<file path="src/rtl/key_pkg.sv">
// Shared definitions for the key waveform generator and its debounce partner.
package key_pkg;

  // FSM state encoding (legacy-compatible constants)
  localparam logic [1:0] ST_IDLE   = 2'd0;
  localparam logic [1:0] ST_BOUNCE = 2'd1;
  localparam logic [1:0] ST_SETTLE = 2'd2;
  localparam logic [1:0] ST_DONE   = 2'd3;

  // Released key reads high
  localparam logic KEY_IDLE_LEVEL = 1'b1;

  // 20 ms at 50 MHz; also the debounce filter's stable threshold
  localparam int KEY_HOLD_20MS = 1000000;

  // Galois taps for x^16+x^14+x^13+x^11+1 (right-shifting form)
  localparam logic [15:0] LFSR_TAPS = 16'hB400;
  localparam logic [15:0] LFSR_SEED_DEFAULT = 16'hACE1;

  // One Galois step: shift right, fold the tap mask in when a 1 falls out
  function automatic logic [15:0] lfsr16_next(input logic [15:0] cur);
    lfsr16_next = (cur >> 1) ^ (cur[0] ? LFSR_TAPS : 16'h0000);
  endfunction

endpackage

</file>
<file path="src/rtl/key_lfsr16.sv">
// 16-bit Galois LFSR that steps only when asked, so a stimulus
// sequence depends on the seed and the order of requests, not on time.
module key_lfsr16
  import key_pkg::*;
#(
  parameter logic [15:0] SEED = LFSR_SEED_DEFAULT
) (
  input  logic        Clk,
  input  logic        Reset,
  input  logic        Adv,
  output logic [15:0] q
);

  logic [15:0] state_q;

  // Reseed on reset, advance one step per Adv
  always_ff @(posedge Clk or posedge Reset) begin
    if (Reset) begin
      state_q <= SEED;
    end else if (Adv) begin
      state_q <= lfsr16_next(state_q);
    end
  end

  assign q = state_q;

endmodule

</file>
<file path="src/rtl/key_bounce_gen.sv">
// Mechanical key waveform generator: turns press/release commands into a
// line that bounces a pseudo-random number of times, then holds steady.
//
//   state  | meaning
//   IDLE   | ready for a command, Key steady
//   BOUNCE | bounce edges remain; seg_cnt times the gap to the next edge
//   SETTLE | Key at target, hold_cnt counts the stable period
//   DONE   | single cycle carrying Done_Pulse
module key_bounce_gen
  import key_pkg::*;
#(
  parameter int          BOUNCE_CNT  = 4,
  parameter int          SEG_W       = 4,
  parameter int          HOLD_CYCLES = KEY_HOLD_20MS,
  parameter logic [15:0] LFSR_SEED   = LFSR_SEED_DEFAULT
) (
  input  logic Clk,
  input  logic Reset,
  input  logic Cmd_Valid,
  input  logic Cmd_Press,
  output logic Cmd_Ready,
  output logic Key,
  output logic Busy,
  output logic Done_Pulse
);

  // Degenerate parameters (no bounce, one-cycle hold) still need 1-bit counters
  localparam int EDGE_W = (BOUNCE_CNT > 0) ? $clog2(2 * BOUNCE_CNT + 1) : 1;
  localparam int HOLD_W = (HOLD_CYCLES > 1) ? $clog2(HOLD_CYCLES) : 1;
  localparam int SEGC_W = SEG_W + 1;

  localparam logic [EDGE_W-1:0] EDGES_INIT = EDGE_W'(2 * BOUNCE_CNT);
  localparam logic [HOLD_W-1:0] HOLD_LAST  = HOLD_W'(HOLD_CYCLES - 1);

  logic [1:0]        state;
  logic              key_q;
  logic              ready_q;
  logic              busy_q;
  logic              done_q;
  logic [SEGC_W-1:0] seg_cnt;
  logic [EDGE_W-1:0] edges_left;
  logic [HOLD_W-1:0] hold_cnt;

  logic [15:0]       lfsr_q;
  logic              lfsr_adv;
  logic [SEGC_W-1:0] seg_load;
  logic              accept;
  logic              target;
  logic              need_edge;
  logic              seg_hit;
  logic              lfsr_unused;

  key_lfsr16 #(
    .SEED (LFSR_SEED)
  ) u_lfsr (
    .Clk   (Clk),
    .Reset (Reset),
    .Adv   (lfsr_adv),
    .q     (lfsr_q)
  );

  // Only the low SEG_W bits shape the segment length
  assign lfsr_unused = ^(lfsr_q >> SEG_W);

  // Handshake, target level and edge timing decode
  always_comb begin
    accept    = Cmd_Valid && ready_q;
    target    = ~Cmd_Press;
    need_edge = accept && (target != key_q);
    seg_hit   = (state == ST_BOUNCE) && (seg_cnt == SEGC_W'(1));
    seg_load  = SEGC_W'(lfsr_q[SEG_W-1:0]) + SEGC_W'(1);
    // The LFSR steps exactly when a segment length is loaded
    lfsr_adv  = need_edge || seg_hit;
  end

  // Command FSM with segment, edge and hold counters and the Key register
  always_ff @(posedge Clk or posedge Reset) begin
    if (Reset) begin
      state      <= ST_IDLE;
      key_q      <= KEY_IDLE_LEVEL;
      ready_q    <= 1'b1;
      busy_q     <= 1'b0;
      done_q     <= 1'b0;
      seg_cnt    <= '0;
      edges_left <= '0;
      hold_cnt   <= '0;
    end else begin
      done_q <= 1'b0;
      case (state)
        ST_IDLE: begin
          if (accept) begin
            ready_q <= 1'b0;
            busy_q  <= 1'b1;
            if (need_edge) begin
              key_q      <= ~key_q;
              edges_left <= EDGES_INIT;
              seg_cnt    <= seg_load;
              hold_cnt   <= '0;
              state      <= (BOUNCE_CNT == 0) ? ST_SETTLE : ST_BOUNCE;
            end else begin
              // Already at the requested level: report completion only
              state  <= ST_DONE;
              done_q <= 1'b1;
            end
          end
        end

        ST_BOUNCE: begin
          if (seg_hit) begin
            key_q      <= ~key_q;
            edges_left <= edges_left - EDGE_W'(1);
            seg_cnt    <= seg_load;
            if (edges_left == EDGE_W'(1)) begin
              // Odd total edge count leaves Key at the target here
              state    <= ST_SETTLE;
              hold_cnt <= '0;
            end
          end else begin
            seg_cnt <= seg_cnt - SEGC_W'(1);
          end
        end

        ST_SETTLE: begin
          if (hold_cnt == HOLD_LAST) begin
            state  <= ST_DONE;
            done_q <= 1'b1;
          end else begin
            hold_cnt <= hold_cnt + HOLD_W'(1);
          end
        end

        ST_DONE: begin
          state   <= ST_IDLE;
          ready_q <= 1'b1;
          busy_q  <= 1'b0;
        end

        default: begin
          state   <= ST_IDLE;
          ready_q <= 1'b1;
          busy_q  <= 1'b0;
        end
      endcase
    end
  end

  assign Cmd_Ready  = ready_q;
  assign Key        = key_q;
  assign Busy       = busy_q;
  assign Done_Pulse = done_q;

endmodule

</file>
<file path="config.mk">
export PLATFORM = sky130hd
export DESIGN_NAME = key_bounce_gen
export DESIGN_NICKNAME = d
export VERILOG_FILES = /design/src/rtl/key_pkg.sv /design/src/rtl/key_lfsr16.sv /design/src/rtl/key_bounce_gen.sv
export SDC_FILE = /design/constraint.sdc
export NUM_CORES = 1
export LEC_CHECK = 0
export ABC_AREA = 1
export CORE_ASPECT_RATIO = 2
export CORE_UTILIZATION = 35
export CTS_CLUSTER_DIAMETER = 30
export DETAILED_ROUTE_END_ITERATION = 8
export GPL_TIMING_DRIVEN = 0
export SLEW_MARGIN = 20
export SYNTH_ARGS = -nofsm -noshare
export SYNTH_HDL_FRONTEND = slang
export SYNTH_SLANG_ARGS = --single-unit
</file>
<file path="constraint.sdc">
create_clock -name Clk -period 2.9 [get_ports Clk]
set_input_delay 0.58 -clock Clk [delete_from_list [all_inputs] [get_ports Clk]]
set_output_delay 0.58 -clock Clk [all_outputs]
set_load 0.01 [all_outputs]
</file>
==> results.json <==
{
  "fmax_mhz": 507.4,
  "layout_common_cells": "102 x nand2_1, 41 x dfrtp_1, 38 x inv_1",
  "drtIter0Drc": 95,
  "dp_hpwl_um": 4492,
  "drive_above_1_share_pct": 15.74,
  "gr-total-overflow": 0,
  "ys_ff_latch": 51,
  "viasPerCell": 4.900,
  "synth_edf_count": 0,
  "worstRegToRegCells": 12,
  "hold_violations": 0,
  "die_w_um": 67.40,
  "final.setup_skew_ps": 10.42,
  "postCtsHoldBufs": 0,
  "wl_per_cell_um": 12.24,
  "cts_max_level": 2,
  "finalSetupViolCount": 0,
  "worstHoldPathCells": 2,
  "die-height_um": 132.8,
  "cts_setup_buffers": 0,
  "r2r_slack_ps": 1080,
  "yosysWarnings": 0,
  "design.die.area_um2": 8951,
  "cp.arrival_ps": 1390,
  "grt_pass1_vias": 2485,
  "place_inst": 484,
  "grt_usage_pct": 15.32,
  "grt_pass1_wl_um": 10430,
  "cts_resized": 0,
  "grt_max_degree": 52,
  "fin_crit_ps": 1971,
  "ios": 8,
  "clock_latency_ps": 290,
  "path_cells": "clkdlybuf4s50_1",
  "antenna_cells": 0,
  "synthCells": 379,
  "vias": 2411,
  "syn_area_um2": 2994,
  "path_delay_family": "flip-flops",
  "portBuffers": 7,
  "grt_use_met3_pct": 2.931,
  "fin_nets": 408,
  "worstHoldStart": "u_lfsr.q[6]",
  "slew_violations": 0,
  "maxCapViolations": 0,
  "crit_path_top_delay_cell": "dfstp_2",
  "outcome": "finished clean",
  "power_leakage_uw": 0.001520,
  "setup-tns-final_ps": 0,
  "worstHoldEndpoint": "u_lfsr.q[5]",
  "area_delta_synth_final_pct": 11.07,
  "start_util_pct": 36.11,
  "dr.pass1.iters": 4,
  "p_per_area_nw_per_um2": 392.1,
  "fin_crit_sh_pct": 67.96,
  "cp_max_fo": 4,
  "yosysUniqueCellTypes": 34,
  "worstPathRequired_ps": 2320,
  "antenna_found_initial": 0,
  "ant_nets": 0,
  "synthArstFlopShare_pct": 100.0,
  "worst_slew_pin_slew_ps": 630.7,
  "rows": 47,
  "path_clk_slew_ps": 60,
  "critPathBufInv": 1,
  "critPathKind": "flip-flop to output port",
  "synth_nets": 394,
  "slowest_delay_ps": 560,
  "wl_um": 6023,
  "final_cells": 492,
  "root_buffer": "clkbuf_16",
  "ir_drop_uv": 315.0,
  "cts.path.max_buffers": 2,
  "end_kind": "output port",
  "grt_use_met2_pct": 29.28,
  "seq_area_frac_synth_pct": 43.04,
  "r2r_end": "hold_cnt[2]",
  "gp_congestion": 0.8015,
  "synth_area_per_cell_um2": 7.900,
  "rsz0062_at_grt": "false",
  "coreArea_um2": 8292,
  "gr-max-usage-layer": "met2",
  "final_common_cell": "nand2_1",
  "relSlewSlack_pct": 57.95,
  "cts_tree": "built",
  "grtUsageMet1_pct": 14.53,
  "cts_buffers": 5,
  "cts_sinks": 51,
  "hold_class": "flip-flop to flip-flop",
  "reg2reg_from": "seg_cnt[1]",
  "drc": 0,
  "cp-start-kind": "flip-flop",
  "ys.flop_type": "dfrtp_1"
}
==> state kept, by name, indices dropped and copies added, names as in the netlist <==
name        count
seg_cnt         5
Busy            1
edges_left      4
state           2
u_lfsr.q       16
hold_cnt       20
Key             1
Done_Pulse      1
Cmd_Ready       1
==> Yosys cell counts, types with 3 or more instances <==
cell / number / area [um^2]
inv_1: 39 / 146.4
a21oi_1: 13 / 65.06
nor2_2: 4 / 25.02
nand3_2: 3 / 30.03
nand2_2: 3 / 18.77
o21ai_2: 9 / 78.83
o21ai_1: 5 / 25.02
xor2_1: 6 / 52.55
xnor2_1: 4 / 35.03
nand2_1: 102 / 382.9
or2_2: 4 / 25.02
nor2_4: 5 / 56.30
inv_2: 7 / 26.28
dfrtp_1: 41 / 1026
buf_2: 4 / 20.02
dfstp_2: 10 / 262.8
o21ai_0: 24 / 120.1
o21bai_1: 3 / 22.52
nor2_1: 36 / 135.1
ha_1: 11 / 137.6
nand3_1: 30 / 150.1
==> worst reg2reg max path: cells and delay by family, from the launching register on <==
family,cells,cell delay [ps]
compound gates,1,50
fa+ha+maj,1,160
buf+inv,3,320
flops,1,360
simple gates,7,830
==> worst max-delay path by stage <==
stage	startpoint	endpoint	slack (ps)	depth (start not counted)
6_report	Key	Key	930	1
5_1_grt	seg_cnt[1]	hold_cnt[2]	860	12
4_1_cts	Key	Key	910	1
3_5_place_dp	Cmd_Press	hold_cnt[2]	750	11
3_3_place_gp	Reset	u_lfsr.q[12]	1	2
2_1_floorplan	Reset	Busy	1110	1
==> kinds of logic (layout without fill, tap and decap cells) <==
logic type               Yosys count  after routing  synth area share, %
AO/OA/AOI/OAI                     58             58                11.41
AND/OR/NAND/NOR                  194            194                29.88
adder cells (fa/ha/maj)           11             11                4.597
multiplexers                       2              2               0.7104
buffers and inverters             53             68                7.438
XOR/XNOR                          10             10                2.925
flip-flops                        51             51                43.04
==> layout make-up <==
| cell class | count | area [um^2] |
|---|---|---|
| clock buffers | 8 | 136.4 |
| plain buffers | 7 | 50.05 |
| repair buffers | 7 | 70.07 |
| fillers | 853 | 4966 |
| multi-input cells | 275 | 1483 |
| well taps | 98 | 122.6 |
| flip-flops and latches | 51 | 1289 |
| inverters | 46 | 175.2 |
==> layer usage <==
layer / vias to the layer above / part of all wire (%) / wire (um)
li1: 1229 / - / -
met1: 1149 / 37 / 2239
met2: 24 / 58 / 3513
met3: 9 / 2.3 / 137
met4: 0 / 2.2 / 132
met5: - / 0 / 0
==> metrics by stage <==
| stage | instance area (um^2) | power, uW | hold WS, ps | util, % | setup WS [ps] |
|---|---|---|---|---|---|
| floorplan | 2994 | 736.2 | 445.9 | - | 1107 |
| global placement | 3187 | 745.4 | 465.4 | 38.43 | 1.199 |
| detailed placement | 3189 | 746.0 | 461.0 | 38.46 | 748.6 |
| CTS | 3326 | 1328 | 472.6 | 40.11 | 912.7 |
| global route | 3326 | 1344 | 515.7 | 40.11 | 862.8 |
| finish | 3326 | 1304 | 473.8 | 40.11 | 929.2 |
==> report_power, final <==
part / internal, uW / switching [uW]
logic: 4.24 / 15.3
registers: 712 / 0
clock network: 322 / 251
total: 1040 / 266
(Power assumes the default switching activity.)
